[src/rtl/muldiv_pkg.sv]
// RV32M multiply/divide shared types and helpers.
// Op codes, sequencer states and operand-sign decode.
package muldiv_pkg;

    typedef enum logic [2:0] {
        IDLE,
        PREP,
        RUN,
        FIX,
        DONE
    } state_t;

    localparam logic [6:0] M_FUNCT7  = 7'b0000001;

    localparam logic [2:0] F3_MUL    = 3'b000;
    localparam logic [2:0] F3_MULH   = 3'b001;
    localparam logic [2:0] F3_MULHSU = 3'b010;
    localparam logic [2:0] F3_MULHU  = 3'b011;
    localparam logic [2:0] F3_DIV    = 3'b100;
    localparam logic [2:0] F3_DIVU   = 3'b101;
    localparam logic [2:0] F3_REM    = 3'b110;
    localparam logic [2:0] F3_REMU   = 3'b111;

    function automatic logic is_m_op(input logic [6:0] f7);
        return f7 == M_FUNCT7;
    endfunction

    function automatic logic is_div(input logic [2:0] f3);
        return f3[2];
    endfunction

    function automatic logic is_rem(input logic [2:0] f3);
        return (f3 == F3_REM) || (f3 == F3_REMU);
    endfunction

    function automatic logic is_signed_a(input logic [2:0] f3);
        return (f3 == F3_MULH) || (f3 == F3_MULHSU) ||
               (f3 == F3_DIV)  || (f3 == F3_REM);
    endfunction

    function automatic logic is_signed_b(input logic [2:0] f3);
        return (f3 == F3_MULH) || (f3 == F3_DIV) || (f3 == F3_REM);
    endfunction

endpackage

[src/rtl/muldiv_step.sv]
// One radix-2 iteration: shift-add multiply or
// shift/subtract/restore divide on the {hi, lo} pair.
module muldiv_step #(
    parameter int WIDTH = 32
) (
    input  logic             div,
    input  logic [WIDTH:0]   hi,
    input  logic [WIDTH-1:0] lo,
    input  logic [WIDTH-1:0] opnd,
    output logic [WIDTH:0]   hi_n,
    output logic [WIDTH-1:0] lo_n
);

    logic [WIDTH:0]   sum;
    logic [WIDTH+1:0] shl;
    logic [WIDTH+2:0] diff;
    logic             borrow;

    // mul: add multiplicand on LSB then shift right; div: trial subtract
    always_comb begin
        sum    = {1'b0, hi[WIDTH-1:0]} + (lo[0] ? {1'b0, opnd} : '0);
        shl    = {hi, lo[WIDTH-1]};
        diff   = {1'b0, shl} - {3'b000, opnd};
        borrow = diff[WIDTH+2];
        if (div) begin
            hi_n = borrow ? shl[WIDTH:0] : diff[WIDTH:0];
            lo_n = {lo[WIDTH-2:0], ~borrow};
        end else begin
            hi_n = {1'b0, sum[WIDTH:1]};
            lo_n = {sum[0], lo[WIDTH-1:1]};
        end
    end

endmodule

[src/rtl/muldiv_sequencer.sv]
// Iterative RV32M multiply/divide sequencer.
// Holds the pipeline via Stall while an op is in flight.
module muldiv_sequencer
    import muldiv_pkg::*;
#(
    parameter int WIDTH = 32
) (
    input  logic             clk,
    input  logic             rst_n,
    input  logic             Start,
    input  logic [2:0]       Funct3,
    input  logic [WIDTH-1:0] SrcA,
    input  logic [WIDTH-1:0] SrcB,
    input  logic             Flush,
    output logic             Busy,
    output logic             Done,
    output logic [WIDTH-1:0] Result,
    output logic             Stall
);

    localparam int CW = $clog2(WIDTH);

    state_t             state;
    logic [2:0]         f3_q;
    logic [WIDTH-1:0]   a_q, b_q, opnd_q, lo_q, fast_q, result_q;
    logic [WIDTH:0]     hi_q, hi_n;
    logic [WIDTH-1:0]   lo_n;
    logic [CW-1:0]      cnt_q;
    logic               negq_q, negr_q, fast_en_q, done_q;

    logic               div_op, sa, sb, dz, ovf;
    logic [WIDTH-1:0]   abs_a, abs_b, quo, remv, fix_res;
    logic [2*WIDTH-1:0] prod, prod_n;

    assign div_op = is_div(f3_q);
    assign Busy   = (state != IDLE);
    assign Done   = done_q;
    assign Result = result_q;
    assign Stall  = Busy | (Start & (state == IDLE));

    muldiv_step #(.WIDTH(WIDTH)) u_step (
        .div  (div_op),
        .hi   (hi_q),
        .lo   (lo_q),
        .opnd (opnd_q),
        .hi_n (hi_n),
        .lo_n (lo_n)
    );

    // operand sign decode, magnitudes and the two bypass cases
    always_comb begin
        sa    = is_signed_a(f3_q) & a_q[WIDTH-1];
        sb    = is_signed_b(f3_q) & b_q[WIDTH-1];
        abs_a = sa ? ('0 - a_q) : a_q;
        abs_b = sb ? ('0 - b_q) : b_q;
        dz    = div_op && (b_q == '0);
        ovf   = div_op && is_signed_a(f3_q) &&
                (a_q == {1'b1, {(WIDTH-1){1'b0}}}) && (b_q == '1);
    end

    // sign fix-up and output select
    always_comb begin
        prod   = {hi_q[WIDTH-1:0], lo_q};
        prod_n = negq_q ? ('0 - prod) : prod;
        quo    = negq_q ? ('0 - lo_q) : lo_q;
        remv   = negr_q ? ('0 - hi_q[WIDTH-1:0]) : hi_q[WIDTH-1:0];
        if (fast_en_q)
            fix_res = fast_q;
        else if (is_rem(f3_q))
            fix_res = remv;
        else if (div_op)
            fix_res = quo;
        else if (f3_q == F3_MUL)
            fix_res = prod_n[WIDTH-1:0];
        else
            fix_res = prod_n[2*WIDTH-1:WIDTH];
    end

    // sequencer FSM and datapath registers; Flush wins over everything
    always_ff @(posedge clk or negedge rst_n) begin
        if (!rst_n) begin
            state     <= IDLE;
            f3_q      <= '0;
            a_q       <= '0;
            b_q       <= '0;
            opnd_q    <= '0;
            hi_q      <= '0;
            lo_q      <= '0;
            cnt_q     <= '0;
            negq_q    <= 1'b0;
            negr_q    <= 1'b0;
            fast_en_q <= 1'b0;
            fast_q    <= '0;
            done_q    <= 1'b0;
            result_q  <= '0;
        end else begin
            done_q <= 1'b0;
            if (Flush && state != IDLE) begin
                state <= IDLE;
            end else begin
                unique case (state)
                    IDLE: begin
                        if (Start && !Flush) begin
                            f3_q  <= Funct3;
                            a_q   <= SrcA;
                            b_q   <= SrcB;
                            state <= PREP;
                        end
                    end
                    PREP: begin
                        negq_q    <= sa ^ sb;
                        negr_q    <= sa;
                        cnt_q     <= '0;
                        hi_q      <= '0;
                        opnd_q    <= div_op ? abs_b : abs_a;
                        lo_q      <= div_op ? abs_a : abs_b;
                        fast_en_q <= dz | ovf;
                        if (dz)
                            fast_q <= is_rem(f3_q) ? a_q : '1;
                        else
                            fast_q <= is_rem(f3_q) ? '0 : a_q;
                        state     <= (dz | ovf) ? FIX : RUN;
                    end
                    RUN: begin
                        hi_q  <= hi_n;
                        lo_q  <= lo_n;
                        cnt_q <= cnt_q + 1'b1;
                        if (cnt_q == CW'(WIDTH - 1))
                            state <= FIX;
                    end
                    FIX: begin
                        result_q <= fix_res;
                        done_q   <= 1'b1;
                        state    <= DONE;
                    end
                    DONE: begin
                        state <= IDLE;
                    end
                    default: begin
                        state <= IDLE;
                    end
                endcase
            end
        end
    end

endmodule

[config.mk]
export PLATFORM = sky130hd
export DESIGN_NAME = muldiv_sequencer
export DESIGN_NICKNAME = d
export VERILOG_FILES = /design/src/rtl/muldiv_pkg.sv /design/src/rtl/muldiv_step.sv /design/src/rtl/muldiv_sequencer.sv
export SDC_FILE = /design/constraint.sdc
export NUM_CORES = 1
export LEC_CHECK = 0
export BUFFER_PORTS_ARGS = -buffer_cell sky130_fd_sc_hd__buf_2
export CORE_MARGIN = 3
export CORE_UTILIZATION = 35
export CTS_CLUSTER_DIAMETER = 200
export CTS_CLUSTER_SIZE = 8
export DETAILED_ROUTE_END_ITERATION = 12
export MAX_ROUTING_LAYER = met4
export PLACE_DENSITY = 0.52
export SYNTH_ARGS = -nofsm -noshare
export SYNTH_HDL_FRONTEND = slang
export SYNTH_SLANG_ARGS = --single-unit
[constraint.sdc]
create_clock -name clk -period 10.9 [get_ports clk]
set_clock_uncertainty 0.1 [all_clocks]
set_input_delay 0.545 -clock clk [delete_from_list [all_inputs] [get_ports clk]]
set_output_delay 0.545 -clock clk [all_outputs]
set_load 0.02 [all_outputs]
Word-level counts from Yosys, hierarchy flattened:

Index checks and enable logic that the tools add are counted.

* input port bits: 71
* register bits after elaboration: 240
* logic and storage cells: 94

* muxes and demuxes: 28
* reductions and logical operators: 23
* add/sub/neg operators: 8
* bitwise operators: 8
* equal/unequal tests: 13

Operators with widths (count)
* $mux W32: 15
* $sub A1 B32 Y32 const A: 4
* $mux W33: 2
* $pmux W33 S2: 1
* $eq A32 B32 Y1 const B: 2
* $mux W64: 1
* $pmux W32 S2: 1
* $sub A1 B64 Y64 const A: 1
* $sub A34 B32 Y35: 1
* $add A32 B33 Y33: 1
* $logic_not A32 Y1: 1
* $pmux W3 S4: 1
* $pmux W5 S2: 1
* $eq A3 B2 Y1 const B: 3
* $eq A3 B3 Y1 const B: 3
* $mux W3: 3
* $reduce_and A2 Y1: 4
* $eq A3 B1 Y1 const B: 2
* $logic_and A1 B1 Y1: 6
* $logic_not A3 Y1: 2
* $logic_or A1 B1 Y1: 6
* $add A5 B1 Y5 const B: 1
* $eq A5 B5 Y1 const B: 1
* $and A1 B1 Y1: 3
* 10 further kinds: 14

Depth between registers and ports, before layout:

* depth in word-level cells: 11
* gate-level depth with buffers: 16

By module:

From an unflattened synthesis, not the netlist that was laid out.

* cell total of the unflattened synthesis: 2423
* area, all modules: 19879.1 µm²

By module, submodules not included
* muldiv_sequencer: cells an instance 1708, times used 1, area each 15124.5 µm²
* muldiv_step: cells an instance 715, times used 1, area each 4754.6 µm²

Worst setup path before layout:

Ideal clock, no wire load.

* path kind: reg-to-reg
* start: reg hi_q[7]
* end: reg result_q[31] (netlist: Result[31])
* stages on the path, launching flop included: 12
* required time: 10.677 ns
* buffers on the path: 1
* arrival time: 3.399 ns
* setup slack: 7.278 ns
* cells stage by stage: dfrtp_1 buf_6 or4_4 or3_4 or4_4 or4b_4 or4b_4 nand2_2 xor2_2 o221ai_2 a21oi_2 nor3_1

* cells in the longest elaborated chain, start to end: 6
* elaborated cells on any way between the ends: 8

RTL lines
* start, declared: RTL line muldiv_sequencer.sv:26 `logic [WIDTH:0] hi_q, hi_n;`
* start signal, assigned: RTL line muldiv_sequencer.sv:125 `hi_q <= hi_n;`
* $sub A1 B64 Y64: RTL line muldiv_sequencer.sv:64 `prod_n = negq_q ? ('0 - prod) : prod;`
* $mux W64: RTL line muldiv_sequencer.sv:64
* $mux W32: RTL line muldiv_sequencer.sv:73 `else if (f3_q == F3_MUL)`
* $mux W32: RTL line muldiv_sequencer.sv:71 `else if (div_op)`
* $mux W32 *: RTL line muldiv_sequencer.sv:69 `else if (is_rem(f3_q))`
* $mux W32 *: RTL line muldiv_sequencer.sv:67 `if (fast_en_q)`
* end signal, assigned: RTL line muldiv_sequencer.sv:132 `result_q <= fix_res;`
* end, declared: RTL line muldiv_sequencer.sv:25 `logic [WIDTH-1:0] a_q, b_q, opnd_q, lo_q, fast_q, result_q;`

Mark *: on every way between the ends. The rest lies on a longest branch, timed or not.
A chain may end at the register's enable or synchronous reset.

Worst setup path after layout:

* start: reg hi_q[1]
* end: reg result_q[30] (netlist: Result[30])

The elaborated chain is that of the path after synthesis.

==> results.toml <==
[logic_synthesis]
syn_nets = 2376
synthTopCellsByArea = "dfrtp_1 (33%), o21ai_0 (7.0%), xnor2_1 (5.2%)"
synth-simple-area-share = 0.178
synth_top_family_by_area = "compound AO/OA/AOI/OAI gates"
synth_xor_area_frac = 0.0955
yosysUniqueCellTypes = 73
ys_seq_area_frac = 0.331
ys_async_sr_fraction = 1.00
avgSynthCellArea_um2 = 8.13
yosys.area.top_type_share = 0.331
yosysTopAreaCell = "dfrtp_1"
synth_compound_area_frac = 0.233
synthFlopType = "dfrtp_1"
ys_ff_latch = 240
synth_area_mm2 = 0.0181
ys.warnings.count = 0
yosys.area_share.adder = 0.0512
syn_inst = 2232
synth-edff-count = 0
muxShareOfSynthArea = 0.0649

[power_and_ir_drop]
p_leak_nw = 8.74
sw_frac_of_total = 0.508
seqPwrFrac = 0.268
clock_power_share = 0.152
power.total_mw = 6.55
pwr-share-comb = 0.580
intPower_mw = 3.23
p_sw_mw = 3.33
powerDensity_mw_per_mm2 = 326
vdd_drop_max_mv = 0.118

[cells_and_area]
fill_cells = 5242
areaGrowthSynthToFinish_pct = 10.8
layout.nets = 2394
utilization = 0.397
final_cell_mix = "o21ai_0 (254), dfrtp_1 (239), nand2_1 (230), nor2_1 (211), a21oi_1 (174)"
drive_gt1_frac = 0.118
final_common_cell = "o21ai_0"

[worst_hold_path]
hp-class = "input port to flop"

[critical_path]
reg2regPathDepth = 12
cp-endpoint = "Result[30]$_DFFE_PN0P_"
cp.required_ps = 11210
path_class = "flop to flop"
cp_top_family = "simple AND/OR/NAND/NOR gates"
cp_slowest_cell = "nor3_1"
end_kind = "flop"
crit_path_start = "hi_q[1]$_DFFE_PN0P_"
cpMostUsedCell = "nand3_1"
path_buf_inv = 1
cp_num_cells = 12
cp_max_fo = 7
reg2reg_slack_ps = 6470
reg2reg_from = "hi_q[1]$_DFFE_PN0P_"
worstPathCellList = "inv_1, ha_1, or3b_2, nand4b_1, nor3_1, nand3_1, or3_1, or4_1, o21ai_1, xnor2_1, o211ai_1, nand3_1"
critPathMaxStageDelay_ps = 660
start_kind = "flop"
cp_data_arrival_time_ps = 4740
reg2reg_to = "Result[30]$_DFFE_PN0P_"

[grt]
grt_use_total = 0.250
antenna_found_initial = 0
grt_pass1_wl_mm = 101
grt_pass1_vias = 15975
grt_max_degree = 138
grt_overflow = 0

[floorplanning]
core_mm2 = 0.0507
start_util = 0.358
fp.dieW_um = 234
io_pins = 106
rows = 82
fp.dieH_um = 234
dieArea_mm2 = 0.0546

[route]
route.detailed.drc = 0
vias = 17077
route.antenna.remaining_nets = 0
vias_per_cell = 5.84
dr.pass1.iters = 5
drt-initial-drc-count = 1937
wl_mm = 67.4
wl_per_cell_um = 23.0

[clocking]
clkSinkCount = 240
htreeDepth = 2
cts_buffers = 35
cts_tree = "built"
clockRootBuffer = "clkbuf_16"
cts_buffer_depth = 3
insertion_delay_ps = 570
clkSlewWorstSetupHoldPaths_ps = 60

[job]
cap_violations = 0

[place]
dp_hpwl_mm = 49.9
io_buffer_count = 105
gp_congestion = 0.922

[timing]
worst_pin_slew_ps = 1100
rsz0062_at_grt = "no"
hold_ws_ps = 122
tns_ps = 0
drv_slew = 0
relSlewSlack = 0.266
max_freq_ghz = 0.226
min_period_over_period = 0.406
setup_viol = 0
hold_viol = 0
period_minus_slack_ps = 4430

[run_status]
status = "complete, no violations"
-- cells by family (layout without fill, tap and decap cells) --
kind of cell | after synthesis | in the layout
AO/OA/AOI/OAI | 697 | 697
XOR/XNOR | 197 | 197
adder cells (fa/ha/maj) | 73 | 73
buffers and inverters | 225 | 245
flip-flops | 240 | 240
multiplexers | 104 | 104
other | 0 | 1
AND/OR/NAND/NOR | 696 | 696
-- worst min path at each step --
stage | startpoint | end | slack, ps | cells past startpoint
2_1_floorplan | rst_n | Done$_DFF_PN0_ | 150 | 0
3_3_place_gp | fast_q[1]$_DFFE_PN0P_ | fast_q[1]$_DFFE_PN0P_ | 360 | 2
3_5_place_dp | fast_q[1]$_DFFE_PN0P_ | fast_q[1]$_DFFE_PN0P_ | 370 | 2
4_1_cts | SrcB[26] | b_q[26]$_DFFE_PN0P_ | 100 | 2
5_1_grt | SrcB[25] | b_q[25]$_DFFE_PN0P_ | 110 | 2
6_report | SrcB[10] | b_q[10]$_DFFE_PN0P_ | 120 | 2
-- synth_stat cells (5+ instances only) --
master	count
a221oi_1	16
nor2_1	213
mux2_2	69
nand3_1	50
nor3_1	52
nor2b_1	10
a21o_1	33
or2_2	8
o21ai_1	8
nand2b_1	16
a22oi_1	14
o21bai_1	13
clkbuf_1	130
a21oi_1	174
inv_1	74
a31oi_1	19
nand4_1	19
xnor2_1	107
mux2i_1	31
nor4_1	10
buf_1	14
or4_1	18
a211o_1	5
o31ai_1	30
and3_1	17
and2_1	11
xor2_1	89
o21ai_0	254
dfrtp_1	240
nand2_1	230
o22ai_1	12
o41ai_1	10
or3_1	16
o211ai_1	42
ha_1	71
a211oi_1	15
a221o_1	9
o221ai_1	8
nand4b_1	7
-- metrics by stage --
step	setup slack, ps	instance area, um^2	cells
CTS	6510	20100	2924
detailed placement	6530	19200	2884
global route	6120	20100	2924
finish	6470	20100	2925
floorplan	7280	18100	2232
global placement	6600	19200	2884
-- sequential cells by signal, summed over array words and instances (netlist names), 3 cells and up --
register and cells:
hi_q 33, state 3, Result 32, f3_q 3
cnt_q 5, opnd_q 32, fast_q 32, lo_q 32
b_q 32, a_q 32
-- per-layer routing --
layer  share of wire  track usage
met2            0.43        0.356
met4           0.034       0.0826
met5               0            -
met3           0.064       0.0276
met1            0.47        0.367
-- cell type report --
type                    instances  area (um^2)  area share
diodes                          1         2.50    0.000124
well taps                     672          841      0.0418
inverters                      76          285      0.0142
clock inverters                 3         52.6     0.00261
flip-flops and latches        240         6010       0.299
repair buffers                130          738      0.0367
multi-input cells            1767        11300       0.562
clock buffers                  36          880      0.0437
-- power by group through the flow --
stage	combinational, mW	sequential [mW]	clock (mW)
finish	3.80	1.76	0.997
global route	4.14	1.80	1.06
CTS	3.73	1.75	1.03
detailed placement	3.71	1.76	0
global placement	3.69	1.75	0
floorplan	2.76	1.54	0
-- repair_timing --
item                      CTS  global route
buffers inserted            0             0
hold buffers                1             0
hold endpoints to repair    7             0
resized for setup           0             0
(Power assumes the default switching activity.)
